--- config.mk ---
export PLATFORM = sky130hd
export DESIGN_NAME = opm_write_scheduler
export DESIGN_NICKNAME = d
export VERILOG_FILES = /design/src/rtl/opm_pkg.sv /design/src/rtl/sync_fifo.sv /design/src/rtl/opm_write_scheduler.sv
export SDC_FILE = /design/constraint.sdc
export NUM_CORES = 1
export LEC_CHECK = 0
export BUFFER_PORTS_ARGS = -buffer_cell sky130_fd_sc_hd__clkbuf_2
export CORE_ASPECT_RATIO = 1.4
export CORE_UTILIZATION = 50
export CTS_CLUSTER_DIAMETER = 30
export CTS_CLUSTER_SIZE = 40
export DETAILED_ROUTE_END_ITERATION = 7
export PLACE_DENSITY = 0.7
export SLEW_MARGIN = 10
export SYNTH_ARGS = -nofsm -noshare
export SYNTH_HDL_FRONTEND = slang
export SYNTH_SLANG_ARGS = --single-unit
--- constraint.sdc ---
create_clock -name clk -period 2.8 [get_ports clk]
set_input_delay 0.28 -clock clk [delete_from_list [all_inputs] [get_ports clk]]
set_output_delay 0.28 -clock clk [all_outputs]
set_load 0.01 [all_outputs]
--- src/rtl/opm_pkg.sv ---
// Shared definitions for the OPM write scheduler: FSM states, status bit positions
// and a small sizing helper.
package opm_pkg;

  typedef enum logic [2:0] {
    S_IDLE,
    S_ADDR,
    S_GAP,
    S_DATA,
    S_SETTLE,
    S_POLL
  } state_t;

  localparam int BUSY = 7;
  localparam int IRQA = 0;
  localparam int IRQB = 1;

  function automatic int max3(input int a, input int b, input int c);
    int m;
    m = (a > b) ? a : b;
    return (m > c) ? m : c;
  endfunction

endpackage

--- src/rtl/sync_fifo.sv ---
// Single-clock FIFO holding queued {register, data} pairs; reports occupancy and full.
module sync_fifo #(
  parameter int WIDTH = 16,
  parameter int DEPTH = 8
) (
  input  logic                   clk,
  input  logic                   reset,
  input  logic                   i_push,
  input  logic                   i_pop,
  input  logic [WIDTH-1:0]       i_wdata,
  output logic [WIDTH-1:0]       o_rdata,
  output logic [$clog2(DEPTH):0] o_level,
  output logic                   o_full
);

  localparam int AW = $clog2(DEPTH);
  localparam logic [AW:0] L_FULL = DEPTH[AW:0];

  logic [WIDTH-1:0] r_mem [DEPTH];
  logic [AW-1:0]    r_wr_ptr;
  logic [AW-1:0]    r_rd_ptr;
  logic [AW:0]      r_level;
  logic             w_push;
  logic             w_pop;

  // Fullness is judged before any same-cycle pop, so a pop never makes room.
  assign o_full  = (r_level == L_FULL);
  assign w_push  = i_push && !o_full;
  assign w_pop   = i_pop && (r_level != '0);
  assign o_rdata = r_mem[r_rd_ptr];
  assign o_level = r_level;

  // NOTE: storage has no reset; the pointers and level alone define what is valid.
  always_ff @(posedge clk) begin
    if (w_push) r_mem[r_wr_ptr] <= i_wdata;
  end

  // NOTE: sequential state uses non-blocking assignments so every register samples pre-edge values.
  always_ff @(posedge clk or posedge reset) begin
    if (reset) begin
      r_wr_ptr <= '0;
      r_rd_ptr <= '0;
      r_level  <= '0;
    end else begin
      if (w_push) r_wr_ptr <= r_wr_ptr + 1'b1;
      if (w_pop)  r_rd_ptr <= r_rd_ptr + 1'b1;
      case ({w_push, w_pop})
        2'b10:   r_level <= r_level + 1'b1;
        2'b01:   r_level <= r_level - 1'b1;
        default: r_level <= r_level;
      endcase
    end
  end

endmodule

--- src/rtl/opm_write_scheduler.sv ---
// Queues host register/data writes and replays them onto a slow OPM bus with
// the address-to-data gap, settle time and busy polling the chip needs.
module opm_write_scheduler
  import opm_pkg::*;
#(
  parameter int DEPTH      = 8,
  parameter int GAP_CYC    = 14,
  parameter int SETTLE_CYC = 28,
  parameter int TMO_CYC    = 4096
) (
  input  logic                   clk,
  input  logic                   reset,
  input  logic                   host_wr_i,
  input  logic                   host_a0_i,
  input  logic [7:0]             host_d_i,
  output logic [7:0]             host_status_o,
  input  logic                   clr_flags_i,
  output logic                   ovf_o,
  output logic                   tmo_o,
  output logic [$clog2(DEPTH):0] level_o,
  output logic                   opm_cs_n_o,
  output logic                   opm_wr_n_o,
  output logic                   opm_a0_o,
  output logic [7:0]             opm_d_o,
  input  logic [7:0]             opm_status_i
);

  localparam int CNT_W = $clog2(max3(GAP_CYC, SETTLE_CYC, TMO_CYC)) + 1;
  localparam logic [CNT_W-1:0] GAP_LAST    = CNT_W'(GAP_CYC - 1);
  localparam logic [CNT_W-1:0] SETTLE_LAST = CNT_W'(SETTLE_CYC - 1);
  localparam logic [CNT_W-1:0] TMO_LAST    = CNT_W'(TMO_CYC - 1);

  state_t               r_state;
  logic [CNT_W-1:0]     r_cnt;
  logic [7:0]           r_addr_hold;
  logic [7:0]           r_data_hold;
  logic                 r_ovf;
  logic                 r_tmo;
  logic                 r_cs_n;
  logic                 r_wr_n;
  logic                 r_a0;
  logic [7:0]           r_d;
  logic                 w_push_req;
  logic                 w_pop;
  logic                 w_full;
  logic [15:0]          w_head;
  logic [$clog2(DEPTH):0] w_level;
  logic                 w_unused_status;

  assign w_push_req      = host_wr_i && host_a0_i;
  assign w_pop           = (r_state == S_IDLE) && (w_level != '0);
  assign w_unused_status = &{1'b0, opm_status_i[6:2]};

  sync_fifo #(
    .WIDTH (16),
    .DEPTH (DEPTH)
  ) u_fifo (
    .clk     (clk),
    .reset   (reset),
    .i_push  (w_push_req),
    .i_pop   (w_pop),
    .i_wdata ({r_addr_hold, host_d_i}),
    .o_rdata (w_head),
    .o_level (w_level),
    .o_full  (w_full)
  );

  always_ff @(posedge clk or posedge reset) begin
    if (reset) begin
      r_addr_hold <= '0;
      r_ovf       <= 1'b0;
    end else begin
      if (host_wr_i && !host_a0_i) r_addr_hold <= host_d_i;
      if (w_push_req && w_full)    r_ovf       <= 1'b1;
      else if (clr_flags_i)        r_ovf       <= 1'b0;
    end
  end

  always_ff @(posedge clk or posedge reset) begin
    if (reset) begin
      r_state     <= S_IDLE;
      r_cnt       <= '0;
      r_data_hold <= '0;
      r_tmo       <= 1'b0;
      r_cs_n      <= 1'b1;
      r_wr_n      <= 1'b1;
      r_a0        <= 1'b0;
      r_d         <= '0;
    end else begin
      // A timeout set later in this block overrides the clear.
      if (clr_flags_i) r_tmo <= 1'b0;
      case (r_state)
        S_IDLE: begin
          if (w_pop) begin
            r_data_hold <= w_head[7:0];
            r_cs_n      <= 1'b0;
            r_wr_n      <= 1'b0;
            r_a0        <= 1'b0;
            r_d         <= w_head[15:8];
            r_state     <= S_ADDR;
          end
        end
        S_ADDR: begin
          r_cs_n  <= 1'b1;
          r_wr_n  <= 1'b1;
          r_cnt   <= '0;
          r_state <= S_GAP;
        end
        S_GAP: begin
          if (r_cnt == GAP_LAST) begin
            r_cnt   <= '0;
            r_cs_n  <= 1'b0;
            r_wr_n  <= 1'b0;
            r_a0    <= 1'b1;
            r_d     <= r_data_hold;
            r_state <= S_DATA;
          end else begin
            r_cnt <= r_cnt + 1'b1;
          end
        end
        S_DATA: begin
          r_cs_n  <= 1'b1;
          r_wr_n  <= 1'b1;
          r_cnt   <= '0;
          r_state <= S_SETTLE;
        end
        S_SETTLE: begin
          if (r_cnt == SETTLE_LAST) begin
            r_cnt   <= '0;
            r_state <= S_POLL;
          end else begin
            r_cnt <= r_cnt + 1'b1;
          end
        end
        S_POLL: begin
          if (!opm_status_i[BUSY]) begin
            r_cnt   <= '0;
            r_state <= S_IDLE;
          end else if (r_cnt == TMO_LAST) begin
            r_cnt   <= '0;
            r_tmo   <= 1'b1;
            r_state <= S_IDLE;
          end else begin
            r_cnt <= r_cnt + 1'b1;
          end
        end
        default: r_state <= S_IDLE;
      endcase
    end
  end

  // NOTE: every bit gets a default first so this block can never infer a latch.
  always_comb begin
    host_status_o       = '0;
    host_status_o[BUSY] = w_full;
    host_status_o[IRQA] = opm_status_i[IRQA];
    host_status_o[IRQB] = opm_status_i[IRQB];
  end

  assign ovf_o      = r_ovf;
  assign tmo_o      = r_tmo;
  assign level_o    = w_level;
  assign opm_cs_n_o = r_cs_n;
  assign opm_wr_n_o = r_wr_n;
  assign opm_a0_o   = r_a0;
  assign opm_d_o    = r_d;

endmodule

==> summary.txt, run 1 <==
Min path
  • Worst Hold Class: primary input to flop
  • Hold wc startpoint: clr_flags_i
  • Hold Path End: ovf_o
  • Worst hold stages: 2

STA
  • Setup TNS: 0 ns
  • Worst-margin pin slew: just under 0.7 ns
  • Final WS setup: 0.429 ns
  • Relative slew slack: 0.544
  • Tcrit/Tclk final: 0.847
  • Hold Violations, Final: 0
  • Setup Viol. Count Final: 0
  • Tmin final: 2.37 ns
  • Clk_skew: 0.00977 ns
  • Max Fclk: 0.422 GHz
  • Max Slew Vio Count: 0
  • Min Hold Slack: 0.0607 ns
  • RSZ-0062 raised after global routing: no

Global routing
  • Initial antenna violation count: 0
  • GR Overflow Total: 0
  • Gr usage total: 0.199
  • Largest net degree at the start of global routing: 35
  • Vias in the first global route: 4353
  • First-pass GRT wire length: 22.6 mm

Synth
  • Sequential share of the synthesized area: 0.688
  • Avg Cell Area, Syn: about 16 sq um
  • Asr flop ratio synth: 0.297
  • EDFF count, synth: 128
  • Post-synth top flop: edfxtp_1
  • Synth top area cells: edfxtp_1, dfrtp_1, mux4_2
  • Yosys top cell by area: edfxtp_1
  • Mapped cell area: 0.00755 sq mm
  • Syn Inst Count: around 470
  • Synth warn: 0
  • Yosys cell types: 48
  • Seq cells post-synth: 182
  • Synth top area share: 0.509

Route
  • Via count: between 4000 and 5000
  • Vias per std cell: 5.74
  • Initial DRT Pass Iterations: 4
  • Drt drc: 0
  • DRT Wirelength: 14.1 mm
  • Antenna viol nets, final: 0
  • Initial detailed-routing violation count: about 280
  • Routed WL per cell: between 15 and 20 um

Cells and area
  • Post-Layout Cell Count: 720
  • Layout cells sized above 1: 0.277
  • Nets: 546
  • Final Cell Area: 0.00867 sq mm
  • Post-layout util: 0.592
  • Layout area overhead: 14.7%
  • Diodes inserted: 0

Clock network
  • Clk_lat worst skew: between 0.4 and 0.5 ns
  • Hold Buf Count CTS: 1
  • Clock transition at path regs: 0.07 ns
  • Clock root cell: clkbuf_16
  • H-tree depth: 4
  • Num CTS Buffers: 17
  • Clock Sinks: 182
  • Setup bufs post-CTS: 0
  • CTS tree: built
  • Max Root-Sink Buffers: 2
  • Post-CTS resize count: 0

Job
  • Max Cap Viol: 0

Die
  • # IOs: 46
  • Die Wd: 106 um
  • Chip Height: between 100 and 150 um
  • Core area: 0.0146 sq mm
  • Die ar.: ~0.016 sq mm
  • Starting density of the core: 0.516
  • # rows: 52

Outcome
  • Status: finished clean

Placement
  • PortBufs: 31
  • Hpwl dp: 8.50 mm
  • GPL Wtd Cong: 0.868
  • Area after DPL: 0.00802 sq mm
  • Placed Cells: between 600 and 700
  • Worst slack, placed: ~0.43 ns

Worst setup path
  • Crit-path max FO: 9
  • Critical Path Max Stage Delay: between 0.4 and 0.5 ns
  • Delay-heaviest family, CP: simple AND/OR/NAND/NOR gates
  • Setup crit start kind: flop
  • Reg2Reg Setup Slack: 0.43 ns
  • Worst r2r src: u_fifo.o_level[1]
  • Crit path cell chain: nor4_1 -> nand2b_1 -> inv_1 -> ha_1 -> xor2_1 -> ha_1 -> a21oi_1 -> xor2_1 -> nor2_1 -> xor2_1
  • Crit path required time: 3.10 ns
  • Critical R2R Capture: u_fifo.o_level[2]
  • Crit end category: flop
  • CP Class: flop to flop
  • Worst Reg2Reg Path Length in Cells: 10
  • Crit-path most repeated cell: xor2_1
  • Crit-path slowest cell: dfrtp_1
  • Critical path arrival: roughly 2.7 ns
  • CP bufs+invs: 1

Power and ir drop
  • Static Leak: 3.14 nW
  • Max VDD drop: 493 uV
  • Pwr Total: about 8.7 mW
  • Pwr/cell area: 999 mW/mm^2
where the power goes:
group | total (mW) | internal, mW | switching (mW)
registers | 3.69 | 3.34 | 0.344
clock network | 2.51 | 1.45 | 1.06
logic | 2.46 | 1.18 | 1.27
total | 8.65 | 5.97 | 2.68
registers in the layout, indices dropped and copies added, names as in the netlist:
signal,count
tmo_o,1
r_data_hold,8
opm_d_o,8
u_fifo.o_level,4
u_fifo.r_wr_ptr,3
u_fifo.r_mem,128
r_addr_hold,8
opm_wr_n_o,1
r_state,3
u_fifo.r_rd_ptr,3
ovf_o,1
opm_a0_o,1
r_cnt,13
per-layer routing:
layer	global-route usage	wire (um)	part of all wire
met5	0	0	0
met4	0.0958	373	0.026
met3	0.0445	601	0.043
met2	0.353	7690	0.54
met1	0.228	5460	0.39
logic make-up after synthesis:
| kind of cell | after synthesis | synth area share |
|---|---|---|
| and+or+nand+nor | 109 | 0.0730 |
| adders and majority gates | 7 | 0.0116 |
| AOI/OAI and AO/OA | 43 | 0.0343 |
| DFF | 182 | 0.688 |
| xor gates and xnor gates | 19 | 0.0220 |
| other | 1 | 0.000496 |
| muxes | 68 | 0.146 |
| buffers and inverters | 38 | 0.0242 |
worst max path at each step:
stage	startpoint	end	slack, ns	cells past startpoint
floorplan	u_fifo.o_level[1]	u_fifo.r_mem[0][0]	0.006	5
global placement	u_fifo.o_level[0]	u_fifo.o_level[2]	0.49	10
detailed placement	u_fifo.o_level[0]	u_fifo.o_level[2]	0.43	10
CTS	u_fifo.o_level[0]	u_fifo.o_level[2]	0.40	10
global route	u_fifo.o_level[0]	u_fifo.o_level[2]	0.19	10
finish	u_fifo.o_level[1]	u_fifo.o_level[2]	0.43	10
worst register-to-register path: cells and delay by family (launching register included):
kind | cells | cell delay [ns]
AOI/OAI and AO/OA | 1 | 0.15
and+or+nand+nor | 3 | 0.61
adders and majority gates | 2 | 0.48
buffers and inverters | 1 | 0.09
DFF | 1 | 0.47
xor gates and xnor gates | 3 | 0.46
cell usage after synthesis (2+ instances only):
| master | count |
|---|---|
| buf_4 | 9 |
| o22ai_1 | 3 |
| mux2i_1 | 16 |
| nor2b_1 | 3 |
| a21oi_1 | 5 |
| a21o_1 | 2 |
| or4_1 | 3 |
| nand4_1 | 6 |
| buf_2 | 4 |
| xor2_1 | 11 |
| nor2_1 | 25 |
| nand3b_1 | 2 |
| ha_1 | 7 |
| buf_1 | 2 |
| inv_1 | 10 |
| nand2b_1 | 8 |
| nor3_4 | 2 |
| clkbuf_1 | 12 |
| mux2_2 | 19 |
| nand2_1 | 37 |
| o21ai_0 | 23 |
| xnor2_1 | 8 |
| o31ai_1 | 2 |
| edfxtp_1 | 128 |
| dfrtp_1 | 53 |
| nor4_1 | 4 |
| nor3_1 | 7 |
| nand3_1 | 5 |
| mux4_2 | 32 |
cells in the final DEF (no fill, tap or decap), drive strengths merged, types with 2 or more instances in the layout:
master	netlist	layout
nand2	37	37
a21oi	6	6
conb	1	5
nand2b	8	8
nor3	9	9
nor4	4	4
or4	3	3
a21o	2	2
ha	7	7
mux4	32	32
inv	10	17
o21ai	24	24
clkinv	0	4
nand4	6	6
o22ai	3	3
dfrtp	53	53
o31ai	2	2
nor2	25	25
nand3b	2	2
mux2i	16	16
nor2b	3	3
edfxtp	128	128
clkbuf	13	48
buf	15	24
nand3	5	5
bufinv	0	3
xnor2	8	8
mux2	20	20
xor2	11	11
cell type report:
class / count / area [sq um]
sequential: 182 / 5200
fill: 1130 / 5970
clock buffer: 17 / 425
inverter: 10 / 37.5
clock inverter: 15 / 211
timing repair buffer: 56 / 358
multi-input combinational: 251 / 2200
tap: 189 / 236
Note: power is estimated with default switching activity, not from simulation.
==> inputs of run 2 (changes only) <==
--- a/config.mk
+++ b/config.mk
@@ -5,13 +5,14 @@
 export SDC_FILE = /design/constraint.sdc
 export NUM_CORES = 1
 export LEC_CHECK = 0
+export ABC_AREA = 1
 export BUFFER_PORTS_ARGS = -buffer_cell sky130_fd_sc_hd__clkbuf_2
 export CORE_ASPECT_RATIO = 1.4
 export CORE_UTILIZATION = 50
 export CTS_CLUSTER_DIAMETER = 30
 export CTS_CLUSTER_SIZE = 40
 export DETAILED_ROUTE_END_ITERATION = 7
-export PLACE_DENSITY = 0.7
+export PLACE_DENSITY = 0.67
 export SLEW_MARGIN = 10
 export SYNTH_ARGS = -nofsm -noshare
 export SYNTH_HDL_FRONTEND = slang
==> constraint.sdc (replaced) <==
create_clock -name clk -period 2.2 [get_ports clk]
set_input_delay 0.22 -clock clk [delete_from_list [all_inputs] [get_ports clk]]
set_output_delay 0.22 -clock clk [all_outputs]
set_load 0.01 [all_outputs]
==> run 2 against run 1 <==
Clock skew barely moved. Synthesized cell count up 57%. Core utilization decreased by 1.3 points. Wire length increased by 22%. Register-to-register slack got worse by 0.22 ns. Sequential power is 11% higher. Sequential cell count unchanged. Critical path depth did not move. Critical path type unchanged.
==> summary.txt, run 2 <==
Outcome
  • Status: finished clean

STA
  • Setup Viol. Count Final: 0
  • Max Fclk: 0.501 GHz
  • Tcrit/Tclk final: 0.907
  • Relative slew slack: 0.526
  • Hold Violations, Final: 0
  • RSZ-0062 raised after global routing: no
  • Setup TNS: 0 ns
  • Worst-margin pin slew: 0.707 ns
  • Max Slew Vio Count: 0
  • Clk_skew: 0.00973 ns
  • Tmin final: ~2 ns

Synth
  • Yosys top cell by area: edfxtp_1
  • Yosys cell types: just over 40
  • Mapped cell area: 0.00792 sq mm
  • Sequential share of the synthesized area: 0.656
  • Seq cells post-synth: 182
  • Count leader, synth: edfxtp_1
  • Post-synth top flop: edfxtp_1
  • Synth top area share: 0.485
  • Syn Inst Count: 732
  • Synth top cells by count: edfxtp_1, nand2_1, nor2_1
  • Synth warn: 0
  • EDFF count, synth: 128
  • Synth top area cells: edfxtp_1, dfrtp_1, nand2_1
  • Asr flop ratio synth: 0.297
  • Avg Cell Area, Syn: approximately 11 sq um

Power and ir drop
  • Cell internal pwr: 6.06 mW
  • Clock share of power: 0.403
  • Net Sw Frac: 0.236
  • Pwr Total: 7.93 mW
  • Combinational fraction of design power: 0.080
  • Flop pwr share: 0.517
  • NetSw: 1.87 mW
  • Pwr/cell area: 882 mW/mm^2
  • Max VDD drop: 626 uV
  • Static Leak: approximately 3.6 nW

Cells and area
  • Layout area overhead: 13.5%
  • Final Cell Area: between 0.008 and 0.009 sq mm
  • Leading cell type in the layout, fill and taps excluded: edfxtp_1
  • Commonest cells after routing, fill and taps aside: edfxtp_1, nand2_1, nor2_1
  • Largest regs: u_fifo.r_mem (128), r_cnt (13)
  • Layout cells sized above 1: 0.162
  • Number of flip-flops in the largest register: roughly 130
  • Filler instances: roughly 1300
  • Diodes inserted: 0
  • Top reg by flops: u_fifo.r_mem
  • Nets: 800

Clock network
  • Max Root-Sink Buffers: 2
  • Clock transition at path regs: roughly 0.070 ns
  • Clock Sinks: about 180
  • Clock root cell: clkbuf_16
  • Clk_lat worst skew: roughly 0.44 ns
  • CTS tree: built
  • Num CTS Buffers: 17
  • H-tree depth: 4

Die
  • Starting density of the core: 0.510
  • # rows: 54
  • # IOs: 46
  • Die Wd: between 100 and 150 um
  • Core area: about 0.016 sq mm
  • Die ar.: between 0.015 and 0.02 sq mm
  • Chip Height: 151 um

Worst setup path
  • Crit-path most repeated cell: ha_1
  • Reg2Reg Setup Slack: approximately 0.21 ns
  • Crit end category: flop
  • Critical path arrival: 2.31 ns
  • Crit-path max FO: 3
  • Worst Reg2Reg Path Length in Cells: 10
  • CP Class: flop to flop
  • Worst r2r src: u_fifo.o_level[1]
  • Critical Path Max Stage Delay: slightly below 0.4 ns
  • Setup crit start kind: flop
  • Crit path cell chain: inv_1 -> nand2_1 -> nor3_1 -> nor2_1 -> ha_1 -> xor2_1 -> ha_1 -> a21oi_1 -> xnor2_1 -> o21ai_0
  • Crit-path slowest cell: dfrtp_1
  • Crit path required time: 2.51 ns
  • Crit path launch: u_fifo.o_level[1]

Route
  • Via count: 5408
  • Initial DRT Pass Iterations: 4
  • DRT Wirelength: 17.2 mm
  • Initial detailed-routing violation count: 259
  • Drt drc: 0
  • Routed WL per cell: 17.5 um
  • Antenna viol nets, final: 0
  • Vias per std cell: 5.51

Placement
  • GPL Wtd Cong: 0.860
  • PortBufs: 31
  • Area after DPL: between 0.008 and 0.009 sq mm
  • Hpwl dp: 11.1 mm

Global routing
  • Largest net degree at the start of global routing: 55
  • Met3 Usage GRT: 0.0435
  • GR Layer Usage met1: 0.255
  • Vias in the first global route: 5473
  • First-pass GRT wire length: 27.4 mm
  • Met2 Use GR: 0.413
  • Initial antenna violation count: 0
  • Gr usage total: 0.228
  • Most used routing layer: met2
  • GR Overflow Total: 0

Min path
  • Worst Hold Class: primary input to flop
  • Worst hold stages: 3
  • Hold wc startpoint: clr_flags_i

Job
  • Max Cap Viol: 0
-- run 2: cell count changes after synthesis, moves of 6 or more --
cell | previous run | this run
mux2i_1 | 16 | 0
nor2_2 | 0 | 7
or2_2 | 0 | 7
buf_2 | 4 | 10
mux4_2 | 32 | 0
inv_1 | 10 | 45
nand2_1 | 37 | 120
o221ai_1 | 0 | 8
mux2_2 | 19 | 8
nand3_1 | 5 | 43
nor2_1 | 25 | 111
nand2b_1 | 8 | 0
o21ai_0 | 23 | 87
-- run 2: layout make-up --
class                           count  area, sq um  area share
Clock inverter                     14          188      0.0209
Clock buffer                       18          439      0.0488
Tap cell                          196          245      0.0273
Multi-Input combinational cell    465         2350       0.261
Timing Repair Buffer               55          388      0.0431
Inverter                           51          191      0.0213
Sequential cell                   182         5200       0.578
-- run 2: final timing paths --
check                                    endpoint
worst min-delay path                        tmo_o
worst max-delay path            u_fifo.o_level[2]
worst max register to register  u_fifo.o_level[2]
worst min register to register         opm_d_o[7]
max in group asynchronous              opm_wr_n_o
min in group asynchronous                r_cnt[1]
-- run 2: logic make-up (layout without fill, tap and decap cells) --
| group | after synthesis | in the layout | share of synthesized area |
|---|---|---|---|
| and+or+nand+nor | 308 | 308 | 0.168 |
| DFF | 182 | 182 | 0.656 |
| AOI/OAI and AO/OA | 122 | 122 | 0.0862 |
| buffers and inverters | 89 | 138 | 0.0504 |
| xor gates and xnor gates | 15 | 15 | 0.0166 |
| muxes | 8 | 8 | 0.0114 |
| adders and majority gates | 7 | 7 | 0.0111 |
| other | 1 | 5 | 0.000473 |
-- run 2: power groups by stage --
| stage | Combinational (mW) | Clock, mW | Sequential, mW |
|---|---|---|---|
| floorplan | 0.357 | 0 | 4.16 |
| global placement | 0.609 | 0 | 4.16 |
| detailed placement | 0.635 | 0 | 4.17 |
| CTS | 0.639 | 3.24 | 4.10 |
| global route | 0.720 | 3.39 | 4.13 |
| finish | 0.633 | 3.20 | 4.10 |
-- run 2: metal layers --
metal,up-vias,routed length [um]
met5,-,0
met4,0,476
met3,38,681
met2,152,9070
met1,2644,6980
li1,2574,-
-- run 2: per-stage QoR --
step                      hold slack, ns  utilization  std cells  setup WS, ns
after floorplan                    0.319            -        736       -0.0520
after global placement             0.285        0.538        948         0.331
after detailed placement           0.291        0.538        948         0.215
after CTS                         0.0683        0.579        981         0.202
after global routing              0.0880        0.579        981        0.0196
final                             0.0757        0.579        981         0.205
-- run 2: timing repair --
| item | 4_1_cts | 5_1_grt |
|---|---|---|
| buffers inserted | 0 | 0 |
| hold endpoints to repair | 53 | 0 |
| gates resized for setup | 0 | 1 |
| hold buffers | 1 | 0 |
| setup endpoints to repair | 0 | 2 |
-- run 2: critical path: cells and delay by family, from the launching register on --
family | cells | cell delay (ns)
fa+ha+maj | 2 | 0.45
compound gates | 2 | 0.26
flops | 1 | 0.39
simple gates | 3 | 0.38
xor+xnor | 2 | 0.31
buf+inv | 1 | 0.08
